$ cat src/rtl/rggen_register_access_arbiter_pkg.sv
// ---------------------------------------------------------------------------
// rggen_rtl_pkg
//   Shared types for the register access arbiter and related register-file
//   infrastructure.
//   - rggen_status          : access response status (OKAY, EXOKAY,
//                             SLAVE_ERROR, DECODE_ERROR)
//   - rggen_arbiter_state   : arbiter FSM state (IDLE, BUSY, RESPOND)
// ---------------------------------------------------------------------------
package rggen_rtl_pkg;

    typedef enum logic [1:0] {
        RGGEN_OKAY         = 2'b00,
        RGGEN_EXOKAY       = 2'b01,
        RGGEN_SLAVE_ERROR  = 2'b10,
        RGGEN_DECODE_ERROR = 2'b11
    } rggen_status;

    typedef enum logic [1:0] {
        RGGEN_ARBITER_IDLE    = 2'b00,
        RGGEN_ARBITER_BUSY    = 2'b01,
        RGGEN_ARBITER_RESPOND = 2'b10
    } rggen_arbiter_state;

endpackage

$ cat src/rtl/rggen_round_robin_arbiter.sv
// ---------------------------------------------------------------------------
// rggen_round_robin_arbiter
//   Purely combinational round-robin selector. The winner is the first set
//   request at or after the pointer, searching upward with modulo-N wrap.
//   Ports:
//     i_request      [N]          request vector
//     i_pointer      [clog2(N)]   highest-priority index (must be < N)
//     o_grant        [N]          one-hot grant, zero when no request
//     o_next_pointer [clog2(N)]   winner+1 mod N, or i_pointer when idle
// ---------------------------------------------------------------------------
module rggen_round_robin_arbiter #(
    parameter int N = 2,
    localparam int PTR_WIDTH = $clog2(N)
) (
    input  logic [N-1:0]         i_request,
    input  logic [PTR_WIDTH-1:0] i_pointer,
    output logic [N-1:0]         o_grant,
    output logic [PTR_WIDTH-1:0] o_next_pointer
);

    // One spare bit so pointer+offset (at most 2N-2) never overflows.
    localparam logic [PTR_WIDTH:0] N_LIMIT = (PTR_WIDTH + 1)'(N);

    logic [PTR_WIDTH:0] w_index;
    logic [PTR_WIDTH:0] w_next;
    logic               w_found;

    // NOTE: every variable gets a default at the top of always_comb so no path
    // leaves it unassigned, which would otherwise infer a latch.
    always_comb begin
        o_grant        = '0;
        o_next_pointer = i_pointer;
        w_found        = 1'b0;
        w_index        = '0;
        w_next         = '0;
        for (int offset = 0; offset < N; offset++) begin
            w_index = {1'b0, i_pointer} + (PTR_WIDTH + 1)'(offset);
            if (w_index >= N_LIMIT) begin
                w_index = w_index - N_LIMIT;
            end
            if (!w_found && i_request[w_index[PTR_WIDTH-1:0]]) begin
                w_found                            = 1'b1;
                o_grant[w_index[PTR_WIDTH-1:0]]    = 1'b1;
                w_next                             = w_index + (PTR_WIDTH + 1)'(1);
                if (w_next >= N_LIMIT) begin
                    w_next = '0;
                end
                o_next_pointer = w_next[PTR_WIDTH-1:0];
            end
        end
    end

endmodule

$ cat src/rtl/rggen_register_access_arbiter.sv
// ---------------------------------------------------------------------------
// rggen_register_access_arbiter
//   Shares one register-file access channel between N_REQUESTERS hosts.
//   Requesters are granted round-robin; one access is forwarded at a time and
//   the grant is held until i_ack, then a one-cycle response pulse goes back
//   to the granted requester only.
//
//   Optional feature macro: RGGEN_REGISTER_ACCESS_ARBITER_TIMEOUT_EN
//     When defined, an access still unacknowledged in its TIMEOUT_CYCLES-th
//     BUSY cycle is abandoned with RGGEN_SLAVE_ERROR and zero read data.
//     When undefined, BUSY waits indefinitely for i_ack.
//
//   Ports:
//     i_clk, i_rst_n         clock, asynchronous active-low reset
//     i_req_valid/o_req_ready per-requester handshake (ready is one-hot)
//     i_req_write/address/write_data/strobe  per-requester access fields
//     o_rsp_valid            per-requester one-cycle response pulse
//     o_rsp_status/read_data common registered response (held until next)
//     o_valid/o_write/o_address/o_write_data/o_strobe  downstream access
//     i_ack/i_status/i_read_data  downstream completion, sampled in BUSY
// ---------------------------------------------------------------------------
module rggen_register_access_arbiter
    import rggen_rtl_pkg::*;
#(
    parameter int N_REQUESTERS   = 2,
    parameter int ADDRESS_WIDTH  = 16,
    parameter int BUS_WIDTH      = 32,
    parameter int TIMEOUT_CYCLES = 256
) (
    input  logic                                        i_clk,
    input  logic                                        i_rst_n,
    input  logic [N_REQUESTERS-1:0]                     i_req_valid,
    output logic [N_REQUESTERS-1:0]                     o_req_ready,
    input  logic [N_REQUESTERS-1:0]                     i_req_write,
    input  logic [N_REQUESTERS-1:0][ADDRESS_WIDTH-1:0]  i_req_address,
    input  logic [N_REQUESTERS-1:0][BUS_WIDTH-1:0]      i_req_write_data,
    input  logic [N_REQUESTERS-1:0][BUS_WIDTH-1:0]      i_req_strobe,
    output logic [N_REQUESTERS-1:0]                     o_rsp_valid,
    output rggen_status                                 o_rsp_status,
    output logic [BUS_WIDTH-1:0]                        o_rsp_read_data,
    output logic                                        o_valid,
    output logic                                        o_write,
    output logic [ADDRESS_WIDTH-1:0]                    o_address,
    output logic [BUS_WIDTH-1:0]                        o_write_data,
    output logic [BUS_WIDTH-1:0]                        o_strobe,
    input  logic                                        i_ack,
    input  rggen_status                                 i_status,
    input  logic [BUS_WIDTH-1:0]                        i_read_data
);

    localparam int PTR_WIDTH = $clog2(N_REQUESTERS);

    rggen_arbiter_state             r_state;
    rggen_arbiter_state             w_state_next;
    logic [PTR_WIDTH-1:0]           r_pointer;
    logic [N_REQUESTERS-1:0]        r_grant;
    logic                           r_write;
    logic [ADDRESS_WIDTH-1:0]       r_address;
    logic [BUS_WIDTH-1:0]           r_write_data;
    logic [BUS_WIDTH-1:0]           r_strobe;
    rggen_status                    r_rsp_status;
    logic [BUS_WIDTH-1:0]           r_rsp_read_data;

    logic [N_REQUESTERS-1:0]        w_grant;
    logic [PTR_WIDTH-1:0]           w_next_pointer;
    logic                           w_sel_write;
    logic [ADDRESS_WIDTH-1:0]       w_sel_address;
    logic [BUS_WIDTH-1:0]           w_sel_write_data;
    logic [BUS_WIDTH-1:0]           w_sel_strobe;
    logic                           w_accept;
    logic                           w_ack;
    logic                           w_expired;

    rggen_round_robin_arbiter #(
        .N (N_REQUESTERS)
    ) u_round_robin (
        .i_request      (i_req_valid),
        .i_pointer      (r_pointer),
        .o_grant        (w_grant),
        .o_next_pointer (w_next_pointer)
    );

    // AND-OR mux of the winner's fields; the grant is one-hot or zero.
    always_comb begin
        w_sel_write      = 1'b0;
        w_sel_address    = '0;
        w_sel_write_data = '0;
        w_sel_strobe     = '0;
        for (int i = 0; i < N_REQUESTERS; i++) begin
            if (w_grant[i]) begin
                w_sel_write      = w_sel_write      | i_req_write[i];
                w_sel_address    = w_sel_address    | i_req_address[i];
                w_sel_write_data = w_sel_write_data | i_req_write_data[i];
                w_sel_strobe     = w_sel_strobe     | i_req_strobe[i];
            end
        end
    end

    assign w_accept = (r_state == RGGEN_ARBITER_IDLE) && (|i_req_valid);
    assign w_ack    = (r_state == RGGEN_ARBITER_BUSY) && i_ack;

`ifdef RGGEN_REGISTER_ACCESS_ARBITER_TIMEOUT_EN
    localparam logic [15:0] TIMEOUT_LAST = 16'(TIMEOUT_CYCLES - 1);

    logic [15:0] r_timeout_count;

    // Held at zero outside BUSY, so it reads zero in the first BUSY cycle.
    always_ff @(posedge i_clk or negedge i_rst_n) begin
        if (!i_rst_n) begin
            r_timeout_count <= '0;
        end else if (r_state != RGGEN_ARBITER_BUSY) begin
            r_timeout_count <= '0;
        end else begin
            r_timeout_count <= r_timeout_count + 16'd1;
        end
    end

    assign w_expired = (r_state == RGGEN_ARBITER_BUSY) && (r_timeout_count == TIMEOUT_LAST);
`else
    assign w_expired = 1'b0;
`endif

    always_comb begin
        w_state_next = r_state;
        case (r_state)
            RGGEN_ARBITER_IDLE: begin
                if (w_accept) begin
                    w_state_next = RGGEN_ARBITER_BUSY;
                end
            end
            RGGEN_ARBITER_BUSY: begin
                if (i_ack || w_expired) begin
                    w_state_next = RGGEN_ARBITER_RESPOND;
                end
            end
            RGGEN_ARBITER_RESPOND: begin
                w_state_next = RGGEN_ARBITER_IDLE;
            end
            default: begin
                w_state_next = RGGEN_ARBITER_IDLE;
            end
        endcase
    end

    // NOTE: sequential state uses non-blocking assignments so every register
    // samples pre-edge values regardless of statement order.
    always_ff @(posedge i_clk or negedge i_rst_n) begin
        if (!i_rst_n) begin
            r_state <= RGGEN_ARBITER_IDLE;
        end else begin
            r_state <= w_state_next;
        end
    end

    // NOTE: every datapath register is reset, so an access aborted by reset
    // leaves no stale fields or response on the outputs.
    always_ff @(posedge i_clk or negedge i_rst_n) begin
        if (!i_rst_n) begin
            r_pointer       <= '0;
            r_grant         <= '0;
            r_write         <= 1'b0;
            r_address       <= '0;
            r_write_data    <= '0;
            r_strobe        <= '0;
            r_rsp_status    <= RGGEN_OKAY;
            r_rsp_read_data <= '0;
        end else begin
            if (w_accept) begin
                r_pointer    <= w_next_pointer;
                r_grant      <= w_grant;
                r_write      <= w_sel_write;
                r_address    <= w_sel_address;
                r_write_data <= w_sel_write_data;
                r_strobe     <= w_sel_strobe;
            end
            // Acknowledge takes priority over a simultaneous timeout expiry.
            if (w_ack) begin
                r_rsp_status    <= i_status;
                r_rsp_read_data <= r_write ? '0 : i_read_data;
            end else if (w_expired) begin
                r_rsp_status    <= RGGEN_SLAVE_ERROR;
                r_rsp_read_data <= '0;
            end
        end
    end

    assign o_req_ready     = (r_state == RGGEN_ARBITER_IDLE)    ? w_grant : '0;
    assign o_rsp_valid     = (r_state == RGGEN_ARBITER_RESPOND) ? r_grant : '0;
    assign o_valid         = (r_state == RGGEN_ARBITER_BUSY);
    assign o_write         = r_write;
    assign o_address       = r_address;
    assign o_write_data    = r_write_data;
    assign o_strobe        = r_strobe;
    assign o_rsp_status    = r_rsp_status;
    assign o_rsp_read_data = r_rsp_read_data;

endmodule
$ cat config.mk
export PLATFORM = sky130hd
export DESIGN_NAME = rggen_register_access_arbiter
export DESIGN_NICKNAME = d
export VERILOG_FILES = /design/src/rtl/rggen_register_access_arbiter_pkg.sv /design/src/rtl/rggen_round_robin_arbiter.sv /design/src/rtl/rggen_register_access_arbiter.sv
export SDC_FILE = /design/constraint.sdc
export NUM_CORES = 1
export LEC_CHECK = 0
export CORE_ASPECT_RATIO = 0.6
export CORE_MARGIN = 2
export CORE_UTILIZATION = 36
export CTS_BUF_LIST = sky130_fd_sc_hd__clkbuf_4 sky130_fd_sc_hd__clkbuf_8
export CTS_CLUSTER_SIZE = 16
export DETAILED_ROUTE_END_ITERATION = 10
export PLACE_DENSITY = 0.88
export SETUP_SLACK_MARGIN = 0.5
export SLEW_MARGIN = 20
export SYNTH_ARGS = -nofsm -noshare
export SYNTH_HDL_FRONTEND = slang
export SYNTH_HIERARCHICAL = 1
export SYNTH_SLANG_ARGS = --single-unit
export TNS_END_PERCENT = 1
$ cat constraint.sdc
create_clock -name i_clk -period 1.7 [get_ports i_clk]
set_clock_uncertainty 0.15 [all_clocks]
set_input_delay 0.34 -clock i_clk [delete_from_list [all_inputs] [get_ports i_clk]]
set_output_delay 0.34 -clock i_clk [all_outputs]
set_load 0.01 [all_outputs]
==> results of run 1 <==
[power by group through the flow]
stage	clock (mW)	combinational [mW]	sequential (mW)
global route	2.80	9.37	5.50
floorplan	0	3.92	5.56
detailed placement	0	8.40	5.05
global placement	0	8.24	4.98
CTS	2.67	8.45	5.24
finish	2.59	8.82	5.34
[path summary, 6_finish.rpt]
kind,from,end
setup reg to reg,r_state[0]$_DFFE_PN0P_,o_address[9]$_DFFE_PN0P_
hold reg to reg,r_grant[1]$_DFFE_PN0P_,r_grant[1]$_DFFE_PN0P_
hold / removal,i_rst_n,o_write_data[0]$_DFFE_PN0P_
setup / recovery,r_state[0]$_DFFE_PN0P_,o_req_ready[1]
min in group i_clk,i_read_data[30],o_rsp_read_data[30]$_DFFE_PN0P_
max in group asynchronous,i_rst_n,r_pointer$_DFFE_PN0P_
[registers in the layout, summed over array words and instances (netlist names)]
name / count
o_write: 1
o_write_data: 32
o_rsp_status: 2
r_pointer: 1
r_grant: 2
o_rsp_read_data: 32
o_strobe: 32
r_state: 2
o_address: 16
[cells in the mapped netlist]
master and number:
clkbuf_1 19, buf_12 9, or2b_1 1, mux2_2 6, nand3b_1 1, a21boi_0 1
a22o_1 81, nand2b_1 32, and2_2 2, dfrtp_1 120, and3b_2 2, buf_2 6
mux2_4 80, buf_1 3, a21boi_1 1, nand2_1 32, o21a_4 1, inv_1 3
a21oi_1 1, nor2_2 1, nor2_1 1, o21ai_0 34
[metrics by stage]
step	hold slack [ns]	setup TNS (ns)	total power, mW	setup WS, ns	cells
2_1_floorplan	-0.106	0	9.48	0.159	437
3_3_place_gp	0.125	-36.57	13.2	-0.558	952
3_5_place_dp	0.130	-39.05	13.4	-0.573	952
4_1_cts	0.191	-9.07	16.4	-0.217	992
5_1_grt	0.211	-15.27	17.7	-0.303	992
6_report	0.219	-9.50	16.7	-0.210	992
[what timing repair did]
item	4_1_cts	5_1_grt
endpoints found under the hold margin	33	0
setup endpoints to repair	240	241
hold buffers	1	0
pin swaps	53	7
buffers inserted	8	0
gates resized for setup	650	42
[final cells by class]
| cell class | instances | share of cell area |
|---|---|---|
| repair buffers | 352 | 0.340 |
| flip-flops and latches | 120 | 0.299 |
| multi-input cells | 277 | 0.294 |
| well taps | 209 | 0.0261 |
| clock buffers | 18 | 0.0247 |
| clock inverters | 13 | 0.0147 |
| inverters | 3 | 0.00112 |
[per-layer routing]
metal / vias up / wire length (um) / global-route usage
met5: - / 0 / 0
met4: 0 / 273 / 0.0710
met3: 24 / 1250 / 0.0534
met2: 197 / 9230 / 0.362
met1: 2401 / 7860 / 0.270
li1: 2257 / - / -
[kinds of logic after synthesis]
group,Yosys count,synth area share
AOI/OAI and AO/OA,119,0.156
buffers and inverters,40,0.0518
DFF,120,0.512
muxes,86,0.216
and+or+nand+nor,72,0.0648
[placed cells by master, fill, tap and decap left out, types with 3 or more instances in the layout]
cell type and count:
nand2_4 29, buf_4 17, a22o_1 81, buf_2 53, buf_6 73, dfrtp_1 119
mux2_4 83, clkbuf_8 18, o21ai_2 27, clkinv_4 3, mux2_2 3, nand2b_1 32
buf_12 7, nand2_2 3, clkdlybuf4s50_1 198, clkinvlp_4 4, inv_6 3, o21ai_1 3
==> impl_metrics.toml, run 1 <==
[clocking]
tritoncts_clock_tree = "done"
clockBufferDepth = 2
numCtsBuffers = 17
clk_transition_reported_paths_ns = 0.08
clock-sinks = 120
worstSkewPairLatency_ns = 0.42
root_buffer = "clkbuf_8"
htree_num_levels = 4

[final_layout]
syn_to_final_growth_pct = 71.0
num-fill-cells = 1256
finish.net_count = 972
multiInputGateArea_um2 = 2950
seq_area_um2 = 3000
post-route-cell-area_um2 = 10000
final_core_utilization = 0.624
insertedDiodeCount = 0
drive_gt1_frac = 0.436

[power_and_ir_drop]
power.static_leakage_nw = 4.72
power.combinational.fraction = 0.527
power_switching_share = 0.353
ratio_of_total_power_to_cell_area_nw_per_um2 = 1670
share_clk_of_total_power = 0.155
total_switching_power_mw = 5.92
irDropWorstVdd_mv = 0.720
p_seq_frac = 0.319
p_int_mw = 10.8

[global_route]
maximum_number_of_pins_on_one_net_before_global_route_repair = 47
antenna_found_initial = 0
grt_pass1_vias = 5112
grt.total_usage = 0.213
overflow = 0
grt_first_pass_wirelength_um = 28200

[hold_path]
class_of_the_tightest_hold_or_removal_check = "input port to asynchronous set/reset pin"

[placed_design]
placed_area_um2 = 9350
weighted_congestion_at_the_end_of_routability_driven_global_placement = 0.837
numPortBuffers = 320
dp_hpwl_um = 13200

[synthesis]
yosysWarnings = 6
postSynthRegisterBits = 120
synth_net_count = 638
synth_sequential_area_ratio = 0.512
syn-cell-area_um2 = 5870
synthDistinctLibCells = 22
synth.largest_area_cell = "dfrtp_1"
post_synthesis_instance_total = 437
yosys.area.top_type_share = 0.512
yosys-top-cells-area = "dfrtp_1 51%, mux2_4 20%, a22o_1 12%"
synthesis.area_per_instance_um2 = 13.4

[worst_setup_path]
element_type_at_the_critical_path_end = "output port"
timing_worst_setup_path_type = "register to output port"
cp_num_buf_inv = 3
crit_slowest_cell = "dfrtp_1"
rr_worst_depth = 6
worstPathArrival_ns = 1.42
crit_chain = "buf_6, nor2_4, buf_6, and2_4, buf_6"
critical-path-top-delay-family = "flip-flops"
cp_num_cells = 5
critical_path_peak_fanout = 3
reg2reg_slack_ns = -0.15
timing.critical_path.from_type = "register"
critical-path-max-stage-delay_ns = 0.41
path_common_cell = "buf_6"
cp_data_required_time_ns = 1.21

[detailed_routing]
drtPass1Iterations = 4
post_drt_wl_per_cell_um = 18.8
detailedRoute.firstIterationViolations = 183
drt-total-wl_um = 18600
postRouteAntennaNets = 0
via_count = 4879
avgViaCountPerCell = 4.92
route.detailed.drc = 0

[timing]
maxClockFrequency_mhz = 524
post-route-period-util = 1.12
timing.final.crit_period_ns = 1.91
worst_slew_margin_rel = 0.649
unrepaired_setup_endpoints_after_global_routing = "true"
worst_slew_pin_slew_ns = 0.526
drv_slew = 0
fin_ws_ns = -0.210
setup-violations-final = 87
hold_fails_final_rpt = 0

[floorplan]
chipHeight_um = 103
die_width_um = 169
start_util = 0.365
die_area_um2 = 17400
floorplan.rows = 36
floorplan.core_area_um2 = 16100
io-pin-count = 321

[outcome]
violations = "negative setup slack"
run_status = "complete, but fails checks"

[job]
maxCapViolCount = 0
Note: power is estimated with default switching activity, not from simulation.
==> inputs of run 2 (changes only) <==
--- a/config.mk
+++ b/config.mk
@@ -11,6 +11,7 @@
 export CTS_BUF_LIST = sky130_fd_sc_hd__clkbuf_4 sky130_fd_sc_hd__clkbuf_8
 export CTS_CLUSTER_SIZE = 16
 export DETAILED_ROUTE_END_ITERATION = 10
+export MAX_ROUTING_LAYER = met4
 export PLACE_DENSITY = 0.88
 export SETUP_SLACK_MARGIN = 0.5
 export SLEW_MARGIN = 20
==> run 2 against run 1 <==
  * The run still ends with negative setup slack left
  * Core utilization barely moved
  * Count of clock-buffer cells in the layout unchanged
  * Power hardly changed
  * Clock power barely moved
  * Combinational power barely moved
  * Sequential power about the same
  * Critical endpoint unchanged
  * Largest power group unchanged
==> impl_metrics.toml, run 2 (same netlist as run 1, synthesis figures left out) <==
[outcome]
run_status = "complete, but fails checks"
violations = "negative setup slack"

[global_route]
maximum_number_of_pins_on_one_net_before_global_route_repair = 47
overflow = 0
antenna_found_initial = 0
grt.total_usage = 0.220
grt_pass1_vias = 5118
grt_first_pass_wirelength_um = 28200

[detailed_routing]
via_count = 4873
postRouteAntennaNets = 0
detailedRoute.firstIterationViolations = 173
drtPass1Iterations = 4
post_drt_wl_per_cell_um = 18.8
avgViaCountPerCell = 4.91
route.detailed.drc = 0
drt-total-wl_um = 18700

[placed_design]
dp_hpwl_um = 13200
numPortBuffers = 320
placed_area_um2 = 9350
place_inst = 952
weighted_congestion_at_the_end_of_routability_driven_global_placement = 0.850
pre_cts_ws_ns = -0.573

[floorplan]
chipHeight_um = 103
die_width_um = 169
io-pin-count = 321
floorplan.rows = 36
start_util = 0.365
die_area_um2 = 17400
floorplan.core_area_um2 = 16100

[worst_setup_path]
critical_path_peak_fanout = 3
worstPathArrival_ns = 1.43
timing.critical_path.from_type = "register"
cp_data_required_time_ns = 1.21
reg2reg_slack_ns = -0.16
timing_worst_setup_path_type = "register to output port"
rr_worst_depth = 6
element_type_at_the_critical_path_end = "output port"
crit-reg2reg-launch = "r_state[0]$_DFFE_PN0P_"
regToRegEndpoint = "o_strobe[15]$_DFFE_PN0P_"

[clocking]
clock-sinks = 120
clk_transition_reported_paths_ns = 0.08
numCtsBuffers = 17
root_buffer = "clkbuf_8"
clockBufferDepth = 2
worstSkewPairLatency_ns = 0.42
htree_num_levels = 4
tritoncts_clock_tree = "done"

[timing]
post-route-period-util = 1.13
drv_slew = 0
finalSetupTns_ns = -10.43
fin_ws_ns = -0.224
unrepaired_setup_endpoints_after_global_routing = "true"
setup-violations-final = 87
final_hold_slack_ns = 0.219
worst_slew_pin_slew_ns = 0.530
worst_slew_margin_rel = 0.647
timing.final.crit_period_ns = 1.92
maxClockFrequency_mhz = 520
hold_fails_final_rpt = 0

[final_layout]
insertedDiodeCount = 0
final_core_utilization = 0.624
syn_to_final_growth_pct = 71.0
drive_gt1_frac = 0.436
fin_cells = 992
finish.net_count = 972
final_cell_mix = "198 x clkdlybuf4s50_1, 119 x dfrtp_1, 83 x mux2_4"
layout.cells.most_common = "clkdlybuf4s50_1"
post-route-cell-area_um2 = 10000

[power_and_ir_drop]
power.static_leakage_nw = 4.72
total_power_after_layout_mw = 16.8
ratio_of_total_power_to_cell_area_nw_per_um2 = 1670
irDropWorstVdd_mv = 0.720

[job]
maxCapViolCount = 0

[hold_path]
class_of_the_tightest_hold_or_removal_check = "input port to asynchronous set/reset pin"
[run 2: cell counts in the layout (fill, tap and decap cells not counted)]
No cell type changed its count.
[run 2: what timing repair did]
| action | 4_1_cts | 5_1_grt |
|---|---|---|
| hold buffers | 1 | 0 |
| resized for setup | 650 | 43 |
| buffers inserted | 8 | 0 |
| hold endpoints to repair | 33 | 0 |
| pin swaps | 53 | 5 |
| setup endpoints to repair | 240 | 241 |
[run 2: worst max-delay path, cell delays in order (launching register included)]
cell     delay [ns]
dfrtp_1        0.42
buf_6          0.14
nor2_4         0.12
buf_6          0.12
and2_4         0.13
buf_6          0.09
[run 2: layout make-up]
type	instances	area [um2]
Clock inverter	13	148
Timing Repair Buffer	352	3410
Clock buffer	18	248
Fill cell	1254	6040
Tap cell	209	262
Inverter	3	11.3
Multi-Input combinational cell	277	2950
Sequential cell	120	3000
[run 2: power by group]
group	internal [mW]	switching, mW	leakage, nW	total, mW
sequential	4.22	1.12	1.51	5.34
combinational	5.26	3.57	3.03	8.83
clock	1.35	1.24	0.188	2.59
total	10.8	5.93	4.72	16.8
[run 2: routing by layer]
| metal | global-route usage | wire, um | vias up |
|---|---|---|---|
| met5 | - | 0 | - |
| met4 | 0.0710 | 287 | 0 |
| met3 | 0.0514 | 1210 | 27 |
| met2 | 0.363 | 9190 | 200 |
| met1 | 0.272 | 8010 | 2389 |
| li1 | - | - | 2257 |
[run 2: worst max-delay path by stage]
stage / start / to / slack, ns
final: r_state[0]$_DFFE_PN0P_ / o_req_ready[1] / -0.22
after global routing: r_state[0]$_DFFE_PN0P_ / o_req_ready[1] / -0.31
after CTS: r_state[1]$_DFFE_PN0P_ / o_req_ready[1] / -0.22
after detailed placement: i_req_valid[0] / o_req_ready[0] / -0.57
after global placement: i_req_valid[1] / o_req_ready[1] / -0.56
after floorplan: r_state[1]$_DFFE_PN0P_ / o_address[0]$_DFFE_PN0P_ / 0.16
==> RTL edit, RTL diff (flow settings as in run 2) <==
Change the parameter `BUS_WIDTH` from 32 to 48.
--- a/src/rtl/rggen_register_access_arbiter.sv
+++ b/src/rtl/rggen_register_access_arbiter.sv
@@ -24,7 +24,7 @@
 #(
     parameter int N_REQUESTERS   = 2,
     parameter int ADDRESS_WIDTH  = 16,
-    parameter int BUS_WIDTH      = 32,
+    parameter int BUS_WIDTH      = 48,
     parameter int TIMEOUT_CYCLES = 256
 ) (
     input  logic                                        i_clk,
Interface: changed (6 resized); port bits go from 321 to 449. The function was not compared with the original's and may differ.
==> RTL edit against run 2 <==
- the flow still finishes with violations (negative setup slack)
- sequential power rose by 39%
- routed wire length rose by 68%
- utilization rose by 3.0 points
- critical path type is now reg -> reg
- synthesized area rose by 35%
- sequential cell count rose by 48
- first-iteration DRC count rose by 65%
- total power rose by 36%
- cell area rose by 39%
- worst setup slack improved by 52 ps
- synthesized cell count rose by 41%
==> RTL edit: results (changes against run 2) <==
** Status
- Run status: finished, violations left (unchanged).
- Violations in the final reports :: negative setup slack (unchanged)

** Die
- Die X-Extent :: 195.4 um (was 168.9 um)

** Logic synthesis
- The multiplexer fraction of the synthesized cell area is 19.63% (was 21.61%).
- The proportion of synthesized chip area in sequential cells is 53.11% (was 51.15%).
- Post-synth net total :: 895 (was 638)
- Synth cell count leaders: sky130_fd_sc_hd__dfrtp_1 (168), sky130_fd_sc_hd__a22o_1 (113), sky130_fd_sc_hd__mux2_4 (60) (was sky130_fd_sc_hd__dfrtp_1 (120), sky130_fd_sc_hd__a22o_1 (81), sky130_fd_sc_hd__mux2_4 (80)).

** Final layout
- Share of final-layout standard cells stronger than drive strength 1 :: 41.91% (was 43.55%)
- Non-clock buffering overhead :: 36.97% (was 34.01%)
- The count of clock-net buffers in the final layout is 22 (was 18).
- Clock distribution area overhead in the final layout :: 2.693% (was 3.938%)
- The total number of multi-input combinational cells came to 390 (was 277).
- Non-CTS buffers :: 507 (was 352)

** STA
- The setup slack after layout came to -172.5 ps (was -224.5 ps).
- TNS Setup :: -12,730 ps (was -10,430 ps)
- The total of endpoints with negative setup slack in the final report was 119 (was 87).

** Power and ir drop
- The clock network power is 2.83 mW (was 2.59 mW).
- The overall power was 22.77 mW (was 16.76 mW).
- The power drawn by the combinational cells was 12.5 mW (was 8.83 mW).

** Setup path
- Arr. time, crit path :: 2080 ps (was 1430 ps)
- The cell with the most instances on the worst path is sky130_fd_sc_hd__buf_12 (was sky130_fd_sc_hd__buf_6).
- The largest driver fanout on the critical path came to 31 (was 3).

** Route
- The detail-routed via count per cell came to 5.141 (was 4.912).

** GRT
- The first-pass GRT wire length is 42,450 um (was 28,220 um).
- Fraction of met2 tracks used by global routing :: 42.25% (was 36.25%)

** Placement
- Port Buf Inserts :: 448 (was 320)
- Placed cell count :: 1,324 (was 952)
- The estimated wirelength of the detail-placed design was 21,070 um (was 13,200 um).
- The area after detailed placement is 12,860 um2 (was 9348 um2).

** Clocking
- Worst skew pair latency :: 470 ps (was 420 ps)
- CTS clk-pin slew, worst paths :: 100 ps (was 80 ps)
-- RTL edit: final timing paths --
kind / cells past startpoint / start / end / slack, ps
max in group asynchronous: 3 / i_rst_n / o_write_data[38]$_DFFE_PN0P_ / 600
min reg2reg: 2 / o_rsp_read_data[5]$_DFFE_PN0P_ / o_rsp_read_data[5]$_DFFE_PN0P_ / 360
min in group i_clk: 3 / i_read_data[13] / o_rsp_read_data[13]$_DFFE_PN0P_ / 260
max reg2reg: 6 / r_state[0]$_DFFE_PN0P_ / o_address[9]$_DFFE_PN0P_ / -170
max: 6 / r_state[0]$_DFFE_PN0P_ / o_address[9]$_DFFE_PN0P_ / -170
min: 2 / i_rst_n / o_rsp_status[1]$_DFFE_PN0P_ / 200
-- RTL edit: routing by layer --
layer,vias to the layer above,routed length (um)
met2,282,16020
met4,0,451
met5,-,0
met3,33,2451
li1,3181,-
met1,3609,12400
